### src/rtl/set_pkg.sv
// Shared definitions for the clock setting front-end.
//   mode_t          : setting-path state, also the encoding shown on the display
//   DEF_DEB_CYCLES  : default debounce stability window in clk cycles
//   DEF_TIMEOUT_S   : default idle timeout in seconds (0 disables it)
package set_pkg;

  typedef enum logic [1:0] {
    RUN     = 2'd0,
    SET_CLK = 2'd1,
    SET_ALM = 2'd2,
    SET_CAL = 2'd3
  } mode_t;

  localparam int DEF_DEB_CYCLES = 20000;
  localparam int DEF_TIMEOUT_S  = 10;

endpackage

### src/rtl/set_mode_ctrl_key_debounce.sv
// Single push-button conditioner: 2-flop synchroniser, stability counter
// and registered press pulse on the debounced rising edge.
//   clk   : system clock
//   rst   : synchronous active-high reset
//   raw   : asynchronous active-high key input
//   level : debounced key level
//   press : one-clk pulse when the debounced level rises
module key_debounce
  import set_pkg::*;
#(
  parameter int DEB_CYCLES = DEF_DEB_CYCLES
) (
  input  logic clk,
  input  logic rst,
  input  logic raw,
  output logic level,
  output logic press
);

  localparam int CNT_W = $clog2(DEB_CYCLES + 1);
  localparam logic [CNT_W-1:0] CNT_MAX = CNT_W'(DEB_CYCLES);

  logic             sync_p0;
  logic             sync_p1;
  logic [CNT_W-1:0] cnt;

  always_ff @(posedge clk) begin
    if (rst) begin
      sync_p0 <= 1'b0;
      sync_p1 <= 1'b0;
      cnt     <= '0;
      level   <= 1'b0;
      press   <= 1'b0;
    end else begin
      // stage p0/p1: metastability filter on the raw key
      sync_p0 <= raw;
      sync_p1 <= sync_p0;
      // stability stage: the level only follows after DEB_CYCLES+1
      // consecutive mismatching samples; any agreement restarts the count
      press <= 1'b0;
      if (sync_p1 == level) begin
        cnt <= '0;
      end else if (cnt == CNT_MAX) begin
        level <= sync_p1;
        press <= sync_p1;
        cnt   <= '0;
      end else begin
        cnt <= cnt + CNT_W'(1);
      end
    end
  end

endmodule

### src/rtl/set_mode_ctrl.sv
// Setting-path front-end: debounces the four keys, steps the
// RUN / SET_CLK / SET_ALM / SET_CAL state machine on mode presses, drops
// back to RUN after an idle timeout, and forwards Less/Middle/Big presses
// to the set-routing mux while a SET state is active.
//   clk, rst         : system clock, synchronous active-high reset
//   tick_1hz         : one-clk pulse per second
//   *_btn            : raw asynchronous keys, active-high
//   set_clock/alarm/calendar : one-hot select of the target being set
//   Less/Middle/Big  : one-clk press pulses, SET states only
//   mode             : encoded state for display (0 RUN .. 3 CAL)
module set_mode_ctrl
  import set_pkg::*;
#(
  parameter int DEB_CYCLES = DEF_DEB_CYCLES,
  parameter int TIMEOUT_S  = DEF_TIMEOUT_S
) (
  input  logic       clk,
  input  logic       rst,
  input  logic       tick_1hz,
  input  logic       mode_btn,
  input  logic       less_btn,
  input  logic       middle_btn,
  input  logic       big_btn,
  output logic       set_clock,
  output logic       set_alarm,
  output logic       set_calendar,
  output logic       Less,
  output logic       Middle,
  output logic       Big,
  output logic [1:0] mode
);

  localparam int IDLE_W = (TIMEOUT_S > 0) ? $clog2(TIMEOUT_S + 1) : 1;
  localparam logic [IDLE_W-1:0] IDLE_MAX = IDLE_W'(TIMEOUT_S);
  localparam bit TIMEOUT_EN = (TIMEOUT_S > 0);

  logic mode_press, less_press, middle_press, big_press;

  key_debounce #(.DEB_CYCLES(DEB_CYCLES)) u_mode_deb (
    .clk(clk), .rst(rst), .raw(mode_btn), .level(), .press(mode_press)
  );
  key_debounce #(.DEB_CYCLES(DEB_CYCLES)) u_less_deb (
    .clk(clk), .rst(rst), .raw(less_btn), .level(), .press(less_press)
  );
  key_debounce #(.DEB_CYCLES(DEB_CYCLES)) u_middle_deb (
    .clk(clk), .rst(rst), .raw(middle_btn), .level(), .press(middle_press)
  );
  key_debounce #(.DEB_CYCLES(DEB_CYCLES)) u_big_deb (
    .clk(clk), .rst(rst), .raw(big_btn), .level(), .press(big_press)
  );

  mode_t             state;
  mode_t             state_nxt;
  logic [IDLE_W-1:0] idle_cnt;
  logic              timeout;
  logic              state_chg;
  logic              any_press;

  // A mode press takes priority over the timeout; from SET_CAL both lead
  // to RUN, so a coincidence can never advance twice.
  always_comb begin
    any_press = mode_press | less_press | middle_press | big_press;
    timeout   = TIMEOUT_EN && (state != RUN) && (idle_cnt == IDLE_MAX);
    state_nxt = state;
    if (mode_press) begin
      case (state)
        RUN:     state_nxt = SET_CLK;
        SET_CLK: state_nxt = SET_ALM;
        SET_ALM: state_nxt = SET_CAL;
        default: state_nxt = RUN;
      endcase
    end else if (timeout) begin
      state_nxt = RUN;
    end
    state_chg = (state_nxt != state);
  end

  always_ff @(posedge clk) begin
    if (rst) begin
      state        <= RUN;
      idle_cnt     <= '0;
      set_clock    <= 1'b0;
      set_alarm    <= 1'b0;
      set_calendar <= 1'b0;
      mode         <= 2'd0;
      Less         <= 1'b0;
      Middle       <= 1'b0;
      Big          <= 1'b0;
    end else begin
      // stage p0: state and idle timer; activity clears before a tick counts
      state <= state_nxt;
      if ((state == RUN) || state_chg || any_press) begin
        idle_cnt <= '0;
      end else if (tick_1hz && (idle_cnt != IDLE_MAX)) begin
        idle_cnt <= idle_cnt + IDLE_W'(1);
      end
      // stage p1: registered decode of the current state
      set_clock    <= (state == SET_CLK);
      set_alarm    <= (state == SET_ALM);
      set_calendar <= (state == SET_CAL);
      mode         <= state;
      // key pulses are dropped in RUN and in any cycle that leaves a state
      Less   <= less_press   && (state != RUN) && !state_chg;
      Middle <= middle_press && (state != RUN) && !state_chg;
      Big    <= big_press    && (state != RUN) && !state_chg;
    end
  end

endmodule

### config.mk
export PLATFORM = sky130hd
export DESIGN_NAME = set_mode_ctrl
export DESIGN_NICKNAME = d
export VERILOG_FILES = /design/src/rtl/set_pkg.sv /design/src/rtl/set_mode_ctrl_key_debounce.sv /design/src/rtl/set_mode_ctrl.sv
export SDC_FILE = /design/constraint.sdc
export NUM_CORES = 1
export LEC_CHECK = 0
export CORE_UTILIZATION = 35
export DETAILED_ROUTE_END_ITERATION = 8
export GPL_ROUTABILITY_DRIVEN = 0
export PLACE_DENSITY_LB_ADDON = 0.12
export RECOVER_POWER = 25
export SETUP_SLACK_MARGIN = 0.1
export SLEW_MARGIN = 40
export SYNTH_ARGS = -nofsm -noshare
export SYNTH_HDL_FRONTEND = slang
export SYNTH_SLANG_ARGS = --single-unit
### constraint.sdc
create_clock -name clk -period 2.3 [get_ports clk]
set_clock_uncertainty 0.2 [all_clocks]
set_input_delay 0.46 -clock clk [delete_from_list [all_inputs] [get_ports clk]]
set_output_delay 0.46 -clock clk [all_outputs]
set_load 0.05 [all_outputs]
==> reports/results.ini <==
[setup_path]
cp_max_fo=1
max_stage_delay_ps=800
rr_worst_depth=6
path_depth=1
slowest_stage=clkdlybuf4s50_1
ff2ff_setup_slack_ps=210
critPathBufInv=1
cp.required_ps=1640
end_kind=primary output
crit_family=buffers and inverters
cp_cell_sequence=clkdlybuf4s50_1
cp.arrival_ps=1460
cp-start-kind=flop
critPathKind=flop to primary output

[pwr]
vdd.ir_drop.worst_mv=0.3049
swShare_pct=21.80
clockPowerShare_pct=36.8
power_density_nw_per_um2=590.6
total_power_mw=2.564
p_leak_nw=1.388
p_seq_share_pct=61.3
intPower_mw=2.005
p_comb_share_pct=1.9
switchingPower_uw=558.9

[sta]
setup_viol=0
hold_violations=0
rsz0062_at_grt=no
tightest_slew_ps=642.0
fmax_ghz=0.4709
tns_ps=0
finalCriticalPeriod_ps=2124
period_share_pct=92.33
slew_viol_final=0
setup_ws_ps=176.5
maxSlewHeadroom_pct=57.20

[logic_synthesis]
ys_seq_elements=90
synthDistinctLibCells=41
syn_inst=415
ys_warn_count=0
synthFlopType=dfxtp_1
ys_seq_area_share_pct=46.48
avgSynthCellArea_um2=9.340
async_flop_share_pct=0
syn-num-nets=436
synth_edf_count=0
syn_area_um2=3876

[route]
top_layer_used=met4
wl_met2_um=2919
vias=2700
route.met3.wl_um=222
wl_met1_um=3330
wire_per_inst_um=11.35
drc_errors=0
vias_per_cell=4.671
first_pass_iters=4
drt_iter0_markers=62
routed_wl_um=6559
antenna_left=0

[place]
io_buffers=14
post-dp-hpwl_um=4462
post-place-ws_ps=65.24

[floorplan]
die_h_um=107.2
die_w_um=107.2
io_pins=15
placeableCoreArea_um2=10790
dieArea_um2=11500
start_util_pct=35.91
row_count=38

[global_routing]
grtUsageTotal_pct=12.79
grt_pass1_wl_um=11640
grt_pass1_vias=2515
grt_max_degree=29
antenna_found_initial=0
overflow=0

[run]
maxCapViolCount=0

[layout]
drive_above_1_share_pct=7.991
fillCellCount=1063
syn2layout_area_growth_pct=12.01
nets=454
insertedDiodeCount=0

[outcome]
status=complete, no violations

[cts]
cts_buffers=9
postCtsHoldBufs=0
clock_path_buffers=2
cts_tree=built
cts-root-buf=clkbuf_8
clk_latency_ps=350
clkTransAtPathRegs_ps=80
postCtsSetupRepairBufs=0
cts_num_sinks=90
h-tree-depth=3

[min_path]
hold_class=flop to flop
worstHoldPathCells=1

[timing repair]
| action | 4_1_cts | 5_1_grt |
|---|---|---|
| resized for setup | 1 | 0 |
| pin swaps | 0 | 1 |
| setup endpoints to repair | 14 | 17 |
| gates cloned | 0 | 1 |
[final cells by class]
cell class / count / area [µm²] / area share, %
repair buffers: 16 / 163.9 / 3.775
multi-input cells: 298 / 1962 / 45.19
well taps: 140 / 175.2 / 4.035
clock inverters: 5 / 30.03 / 0.6916
inverters: 18 / 67.56 / 1.556
clock buffers: 11 / 141.4 / 3.256
flip-flops and latches: 90 / 1802 / 41.50
[sequential cells by signal, summed over array words and instances, names as in the netlist, 2 cells and up]
register,cells
state,2
u_big_deb.cnt,15
u_middle_deb.cnt,15
mode,2
idle_cnt,4
u_less_deb.cnt,15
u_mode_deb.cnt,15
[cell usage in the layout (no fill, tap or decap), drive strengths merged, types with 2 or more instances in the layout]
cell type / Yosys / layout
dfxtp: 90 / 90
nor2: 83 / 83
xnor2: 36 / 36
xor2: 24 / 24
nand2: 20 / 21
nand3: 20 / 20
nand4: 19 / 19
inv: 18 / 18
ha: 14 / 14
clkdlybuf4s50: 0 / 13
nor4: 12 / 12
clkbuf: 7 / 12
nor2b: 11 / 11
nor3: 9 / 9
and3: 7 / 7
nor4b: 7 / 7
and4: 5 / 5
mux2i: 4 / 4
or4: 4 / 4
a21oi: 3 / 3
clkinv: 0 / 3
nand3b: 2 / 2
o21ai: 2 / 2
or3: 2 / 2
or4bb: 2 / 2
clkinvlp: 0 / 2
[power groups by stage]
stage	sequential (mW)	combinational (mW)	clock [mW]
global route	1.57	0.0548	1.07
CTS	1.57	0.0500	1.00
global placement	1.61	0.0487	0
finish	1.57	0.0488	0.945
detailed placement	1.61	0.0492	0
floorplan	1.61	0.0311	0
[per-stage QoR]
step	util (%)	instances	instance area, µm²	hold slack [ps]
4_1_cts	40.16	577	4334	246.0
2_1_floorplan	-	415	3876	208.0
5_1_grt	40.23	578	4342	256.0
3_5_place_dp	38.49	561	4154	225.6
3_3_place_gp	38.49	561	4154	223.0
6_report	40.23	578	4342	241.2
[cells by family (layout without fill, tap and decap cells)]
logic type / after synthesis / in the layout / share of synthesized area (%)
muxes: 5 / 5 / 1.323
xor gates and xnor gates: 60 / 60 / 13.56
buffers and inverters: 28 / 50 / 3.421
DFF: 90 / 90 / 46.48
and+or+nand+nor: 210 / 211 / 29.44
adders and majority gates: 14 / 14 / 4.519
AOI/OAI and AO/OA: 8 / 8 / 1.259
[Yosys cell counts, types with 3 or more instances]
| cell type | n | area share, % |
|---|---|---|
| nor3_1 | 9 | 1.2 |
| clkbuf_1 | 7 | 0.68 |
| nand3_1 | 20 | 2.6 |
| nor2_2 | 10 | 1.6 |
| nand4_1 | 19 | 3.1 |
| dfxtp_1 | 90 | 46 |
| and4_1 | 5 | 1.1 |
| xor2_1 | 24 | 5.4 |
| nor2_1 | 73 | 7.1 |
| xnor2_1 | 36 | 8.1 |
| inv_1 | 18 | 1.7 |
| nand2_1 | 18 | 1.7 |
| nor4b_1 | 5 | 1.1 |
| ha_1 | 14 | 4.5 |
| a21oi_1 | 3 | 0.39 |
| mux2i_1 | 4 | 1.0 |
| and3_1 | 7 | 1.1 |
| nor4_1 | 12 | 1.9 |
| nor2b_1 | 11 | 1.8 |
[metal layers]
metal	track usage, %	up-vias
met4	4.110	0
met1	15.95	1234
met2	20.32	27
met5	0	-
li1	-	1431
met3	4.802	8
[worst paths after layout]
kind | start | end
max | Less$_SDFF_PP0_ | Less
min | u_mode_deb.sync_p0$_SDFF_PP0_ | u_mode_deb.sync_p1$_SDFF_PP0_
max reg2reg | u_middle_deb.cnt[0]$_SDFF_PP0_ | u_middle_deb.level$_SDFFE_PP0P_
min reg2reg | u_mode_deb.sync_p0$_SDFF_PP0_ | u_mode_deb.sync_p1$_SDFF_PP0_
Power figures use the tool's default switching activity.
